===== config.mk =====
export PLATFORM = sky130hd
export DESIGN_NAME = port_responder
export DESIGN_NICKNAME = d
export VERILOG_FILES = /design/src/rtl/port_responder.sv
export SDC_FILE = /design/constraint.sdc
export NUM_CORES = 1
export LEC_CHECK = 0
export BUFFER_PORTS_ARGS = -buffer_cell sky130_fd_sc_hd__clkbuf_2
export CAP_MARGIN = 20
export CORE_MARGIN = 5
export CORE_UTILIZATION = 35
export CTS_CLUSTER_SIZE = 12
export DETAILED_ROUTE_END_ITERATION = 7
export PLACE_DENSITY_LB_ADDON = 0.2
export SLEW_MARGIN = 30
export SYNTH_ARGS = -nofsm -noshare
export SYNTH_HDL_FRONTEND = slang
export SYNTH_SLANG_ARGS = --single-unit

===== constraint.sdc =====
create_clock -name clk -period 1.87 [get_ports clk]
set_input_delay 0.2805 -clock clk [delete_from_list [all_inputs] [get_ports clk]]
set_output_delay 0.2805 -clock clk [all_outputs]
set_load 0.005 [all_outputs]

===== src/rtl/port_responder.sv =====
// CPU I/O port endpoint: a TX FIFO from CPU writes to a valid/ready device stream,
// and an RX FIFO from the device stream whose head is presented to the CPU.
module port_responder #(
  parameter int unsigned DATA_WIDTH = 16,
  parameter int unsigned DEPTH      = 4,
  parameter int unsigned CNT_W      = $clog2(DEPTH) + 1
) (
  input  logic                  clk,
  input  logic                  rst_n,
  input  logic [DATA_WIDTH-1:0] cpu_wdata,
  input  logic                  cpu_write,
  output logic [DATA_WIDTH-1:0] cpu_rdata,
  input  logic                  cpu_read,
  output logic [DATA_WIDTH-1:0] dev_out_data,
  output logic                  dev_out_valid,
  input  logic                  dev_out_ready,
  input  logic [DATA_WIDTH-1:0] dev_in_data,
  input  logic                  dev_in_valid,
  output logic                  dev_in_ready,
  output logic [CNT_W-1:0]      tx_count,
  output logic [CNT_W-1:0]      rx_count,
  output logic                  tx_overflow,
  output logic                  rx_underflow,
  input  logic                  clear_flags
);

  localparam int unsigned PTR_W = $clog2(DEPTH);

  typedef logic [PTR_W-1:0] ptr_t;
  typedef logic [CNT_W-1:0] cnt_t;

  localparam cnt_t FullCnt = cnt_t'(DEPTH);

  logic [DATA_WIDTH-1:0] tx_mem [DEPTH];
  logic [DATA_WIDTH-1:0] rx_mem [DEPTH];

  ptr_t tx_wptr_q, tx_wptr_d, tx_rptr_q, tx_rptr_d;
  ptr_t rx_wptr_q, rx_wptr_d, rx_rptr_q, rx_rptr_d;
  cnt_t tx_count_q, tx_count_d, rx_count_q, rx_count_d;
  logic tx_overflow_q, tx_overflow_d, rx_underflow_q, rx_underflow_d;
  logic rx_ready_q, rx_ready_d;

  logic tx_full, tx_empty, rx_full, rx_empty;
  logic tx_push, tx_pop, rx_push, rx_pop;
  logic tx_drop, rx_starve;

  // Full/empty always judged on the pre-edge registered counts.
  always_comb begin
    tx_full   = (tx_count_q == FullCnt);
    tx_empty  = (tx_count_q == '0);
    rx_full   = (rx_count_q == FullCnt);
    rx_empty  = (rx_count_q == '0);
    tx_push   = cpu_write && !tx_full;
    tx_drop   = cpu_write && tx_full;
    tx_pop    = !tx_empty && dev_out_ready;
    rx_push   = dev_in_valid && rx_ready_q;
    rx_pop    = cpu_read && !rx_empty;
    rx_starve = cpu_read && rx_empty;
  end

  always_comb begin
    tx_wptr_d  = tx_push ? tx_wptr_q + ptr_t'(1) : tx_wptr_q;
    tx_rptr_d  = tx_pop  ? tx_rptr_q + ptr_t'(1) : tx_rptr_q;
    rx_wptr_d  = rx_push ? rx_wptr_q + ptr_t'(1) : rx_wptr_q;
    rx_rptr_d  = rx_pop  ? rx_rptr_q + ptr_t'(1) : rx_rptr_q;
    tx_count_d = tx_count_q;
    if (tx_push && !tx_pop) tx_count_d = tx_count_q + cnt_t'(1);
    if (!tx_push && tx_pop) tx_count_d = tx_count_q - cnt_t'(1);
    rx_count_d = rx_count_q;
    if (rx_push && !rx_pop) rx_count_d = rx_count_q + cnt_t'(1);
    if (!rx_push && rx_pop) rx_count_d = rx_count_q - cnt_t'(1);
    rx_ready_d = (rx_count_d != FullCnt);
    // A new trigger takes priority over clear_flags on the same edge.
    tx_overflow_d  = tx_drop   ? 1'b1 : (clear_flags ? 1'b0 : tx_overflow_q);
    rx_underflow_d = rx_starve ? 1'b1 : (clear_flags ? 1'b0 : rx_underflow_q);
  end

  always_ff @(posedge clk or negedge rst_n) begin
    if (!rst_n) begin
      tx_wptr_q      <= '0;
      tx_rptr_q      <= '0;
      rx_wptr_q      <= '0;
      rx_rptr_q      <= '0;
      tx_count_q     <= '0;
      rx_count_q     <= '0;
      rx_ready_q     <= 1'b0;
      tx_overflow_q  <= 1'b0;
      rx_underflow_q <= 1'b0;
    end else begin
      tx_wptr_q      <= tx_wptr_d;
      tx_rptr_q      <= tx_rptr_d;
      rx_wptr_q      <= rx_wptr_d;
      rx_rptr_q      <= rx_rptr_d;
      tx_count_q     <= tx_count_d;
      rx_count_q     <= rx_count_d;
      rx_ready_q     <= rx_ready_d;
      tx_overflow_q  <= tx_overflow_d;
      rx_underflow_q <= rx_underflow_d;
    end
  end

  // Storage is not reset; outputs are gated by the counts instead.
  always_ff @(posedge clk) begin
    if (tx_push) tx_mem[tx_wptr_q] <= cpu_wdata;
    if (rx_push) rx_mem[rx_wptr_q] <= dev_in_data;
  end

  always_comb begin
    dev_out_valid = !tx_empty;
    dev_out_data  = tx_empty ? '0 : tx_mem[tx_rptr_q];
    cpu_rdata     = rx_empty ? '0 : rx_mem[rx_rptr_q];
    dev_in_ready  = rx_ready_q;
    tx_count      = tx_count_q;
    rx_count      = rx_count_q;
    tx_overflow   = tx_overflow_q;
    rx_underflow  = rx_underflow_q;
  end

endmodule


Yosys cells after proc, flatten, opt, wreduce, memory -nomap -nowiden
Memories as Yosys holds them, arrays and structs flattened.
Cells that the tools add are included.
W data, S select, Z words.

cells by class
  add/sub/neg operators = 8
  reductions and logical operators = 22
  mux-type cells = 13
  equal/unequal tests = 2

operators with widths
  operator               number
  $mux W16               2
  $mux W3                4
  $logic_and A1 B1 Y1    10
  $add A2 B1 Y2 const B  4
  $logic_not A1 Y1       7
  $mux W1                7
  $add A3 B1 Y3 const B  2
  $logic_not A3 Y1       2
  $reduce_bool A2 Y1     3
  $sub A3 B1 Y3 const B  2
  $eq A3 B3 Y1 const B   1
  $ne A3 B3 Y1 const B   1

word-level totals
  word-level logic and storage cells = 56
  register bits = 17
  RAM bits = 128
  input port bits = 39
  memories = 2
  output and inout bits = 42

memories
  memory  depth  width  read ports  clocked after Yosys merged registers in  write ports  RTL line  text
  rx_mem  4      16     1           0                                        1            35        logic [DATA_WIDTH-1:0] rx_mem [DEPTH];
  tx_mem  4      16     1           0                                        1            34        logic [DATA_WIDTH-1:0] tx_mem [DEPTH];

Depth between registers and ports, before layout
  word-level depth = 8
  depth in mapped cells = 9

Worst setup path after synthesis
OpenSTA, ideal clock, no wires.

  kind = register to register
  start = register tx_count_q[1], in the netlist tx_count[1]
  end = register tx_count_q[1], in the netlist tx_count[1]
  slack = -0.063 ns
  period minus slack after synthesis = 1.933 ns
  library setup time = 0.083 ns
  stages on the path, launching flop included = 8
  required time = 1.787 ns
  data arrival time = 1.850 ns
  path through = dfrtp_1 -> or3_1 -> buf_2 -> and2_4 -> ha_1 -> inv_1 -> fa_1 -> o21ai_0

between the ends
  word-level cells in the longest chain between the ends = 6
  elaborated cells between the ends (all ways) = 15

ends and longest elaborated chain
  element                       RTL line  text
  start, declared               39        cnt_t tx_count_q, tx_count_d, rx_count_q, rx_count_d;
  start signal, assigned        94        tx_count_q <= tx_count_d;
  $logic_not A3 Y1 (*)          50        tx_empty = (tx_count_q == '0);
  $logic_not A1 Y1 (*)          55        tx_pop = !tx_empty && dev_out_ready;
  $logic_and A1 B1 Y1 (*)       55
  via tx_pop                    44        logic tx_push, tx_pop, rx_push, rx_pop;
  $logic_not A1 Y1              67        if (tx_push && !tx_pop) tx_count_d = tx_count_q + cnt_t'(1);
  $logic_and A1 B1 Y1           67
  $reduce_bool A2 Y1 (no line)  n/a

The timed path passes the listed nets; every way through them passes the cells marked *. The select of a mux whose other input is x is not followed.
A chain may end at the register's enable or synchronous reset.

Worst setup path after layout
  start = register rx_rptr_q[0]
  end = output port cpu_rdata[2]

between the ends
  word-level cells in the longest chain between the ends = 2

ends and longest elaborated chain
  element                 RTL line  text
  start, declared         38        ptr_t rx_wptr_q, rx_wptr_d, rx_rptr_q, rx_rptr_d;
  start signal, assigned  93        rx_rptr_q <= rx_rptr_d;
  $mem_v2 Z4 W16          n/a
  $mux W16                111       cpu_rdata = rx_empty ? '0 : rx_mem[rx_rptr_q];
  end, declared           12        output logic [DATA_WIDTH-1:0] cpu_rdata,

No other way between the ends.

==> results_dict.tcl <==
set metrics [dict create \
    final_cell_area_mm2 0.00762 \
    async_flop_share_pct 11.7 \
    ys_ff_latch 145 \
    grt_antenna_before_repair 0 \
    powerDensity_mw_per_mm2 1750 \
    die_y_um 140 \
    wl_per_cell_um 17.8 \
    clk_path_buf_depth 2 \
    setup_viol 32 \
    routed_wl_um 11700 \
    ys_types 34 \
    syn_inst 305 \
    dr_total_vias 3044 \
    violations "setup timing" \
    fmax_ghz 0.472 \
    synth_commonest_cells "128 x edfxtp_1, 37 x and2_1, 17 x dfrtp_1, 16 x mux4_1, 16 x mux4_2" \
    yosys_warnings 0 \
    grt_overflow 0 \
    synth_top_area_share_pct 64.8 \
    hpwl_um 7150 \
    hold_class "input pin to flop" \
    drv_slew 0 \
    drtAntennaViolNets 0 \
    drc 0 \
    syn_area_mm2 0.00593 \
    drtIter0Drc 121 \
    fin_worst_skew_ns 0.00754 \
    syn_avg_cell_area_um2 19.4 \
    synth_largest_area_cell "edfxtp_1" \
    fin_ws_ns -0.246 \
    critPathKind "flop to output port" \
    synthFlopType "edfxtp_1" \
    firstDrtPassIters 5 \
    htree_num_levels 4 \
    peakVddDrop_v 0.000993 \
    rows 47 \
    synth_fp_nets 357 \
    total_power_uw 13300 \
    crit_path_end_kind "output port" \
    drive_gt1_share_pct 49.3 \
    startpoint_type "flop" \
    nFillCells 1471 \
    io-pin-count 81 \
    cts_tree "built" \
    arrival_ns 1.84 \
    cts_buffers 17 \
    dpl_cell_area_mm2 0.00680 \
    pre_cts_ws_ns 0.0412 \
    synth.most_common_cell "edfxtp_1" \
    cts-root-buf "clkbuf_16" \
    slew_headroom_pct 69.7 \
    multi_input_area_mm2 0.00155 \
    syn_to_final_growth_pct 28.5 \
    final_core_util_pct 46.0 \
    min_period_ns 2.12 \
    regArea_mm2 0.00427 \
    worst_pin_slew_ns 0.455 \
    hold_ws_ns 0.0537 \
    nNetsFinal 475 \
    ys_seq_area_share_pct 72.0 \
    vias_per_cell 4.64 \
    clock_latency_ns 0.42 \
    clk_pin_slew_ns 0.06 \
    die_w_um 140 \
    drv_cap 0 \
    finalCritPeriodShare_pct 113 \
    outcome "finished, violations left" \
    synth_edf_count 128 \
    leakage_uw 0.00287 \
    synth_top_cells_by_area "edfxtp_1 65%, dfrtp_1 7.2%, mux4_1 7.1%" \
    core_area_mm2 0.0166 \
    initial_utilization_pct 35.8 \
    cts.sinks 145 \
    grt_max_degree 19 \
    place_congestion 0.702 \
    required_ns 1.59 \
    io_buffers 80 \
    cp_max_fo 7 \
    grt_pass1_wl_um 18300 \
    rsz0062_at_grt "yes" \
    dieArea_mm2 0.0197 \
    grt_pass1_vias 3349 \
    antennaDiodeCount 0 \
    hold_viol_final 0 \
    grt_usage_pct 12.6 \
]
flip-flops by register name, indices dropped and copies added, names as in the netlist, 2 cells and up:
name,count
rx_count,3
rx_mem,64
rx_rptr_q,2
rx_wptr_q,2
tx_count,3
tx_mem,64
tx_rptr_q,2
tx_wptr_q,2
logic make-up (layout without fill, tap and decap cells):
group                    after synthesis  in the layout  synth area share (%)
XOR/XNOR                              10             10                  1.48
buffers and inverters                 28            159                  2.70
flip-flops                           145            145                  72.0
multiplexers                          32             32                  13.2
AO/OA/AOI/OAI                         15             15                  1.67
adder cells (fa/ha/maj)               13             13                  2.87
AND/OR/NAND/NOR                       62             62                  6.16
layer usage:
layer  GRT usage [%]  vias up  routed length [um]
li1                -     1424                   -
met1            14.0     1538                4640
met2            21.8       69                6170
met3            4.81       13                 734
met4            4.74        0                 140
met5               0        -                   0
where the power goes:
part / internal [uW] / switching (uW) / leakage [uW] / total, uW
clock: 2240 / 1350 / 0.000297 / 3600
sequential: 4350 / 302 / 0.00137 / 4650
combinational: 2930 / 2140 / 0.00121 / 5070
total: 9520 / 3790 / 0.00287 / 13300
final cells by class:
type	instances	share of cell area (%)
flip-flops and latches	145	56.0
multi-input cells	132	20.3
repair buffers	112	11.0
clock buffers	17	5.58
well taps	220	3.61
clock inverters	15	2.67
inverters	15	0.738
timing repair:
| action | in CTS | in global routing |
|---|---|---|
| pin swaps | 26 | 9 |
| setup endpoints to repair | 32 | 34 |
| endpoints found under the hold margin | 17 | 0 |
| gates cloned | 2 | 0 |
| resized for setup | 42 | 26 |
| buffers inserted | 6 | 4 |
| hold buffers | 1 | 0 |
placed cells by master (no fill, tap or decap), types with 5 or more instances in the layout:
cell,n
nand2_1,6
edfxtp_1,128
xnor2_1,7
dfrtp_1,14
buf_4,16
and2_1,9
mux4_2,32
ha_1,11
and2_4,29
clkbuf_16,17
clkbuf_2,75
buf_12,12
inv_1,13
and3_1,5
buf_6,7
path summary, 6_finish.rpt:
check,startpoint,endpoint,slack (ns),cells past startpoint
max,rx_rptr_q[0],cpu_rdata[2],-0.25,5
min,clear_flags,tx_overflow,0.05,2
max reg2reg,tx_count[2],tx_count[2],0.06,8
min reg2reg,tx_overflow,tx_overflow,0.53,2
max in group asynchronous,rst_n,rx_rptr_q[0],1.19,2
min in group asynchronous,rst_n,rx_count[2],0.33,2
worst max-delay path, cell delays in order, from the launching register on:
cell,delay (ns)
dfrtp_2,0.40
buf_12,0.12
buf_12,0.12
mux4_2,0.51
and2_4,0.16
buf_6,0.11
metrics by stage:
step	TNS (ns)	cells
CTS	-7.87	655
detailed placement	0	614
global route	-8.10	656
global placement	0	614
floorplan	-0.0431	305
finish	-5.75	656
(Power assumes the default switching activity.)
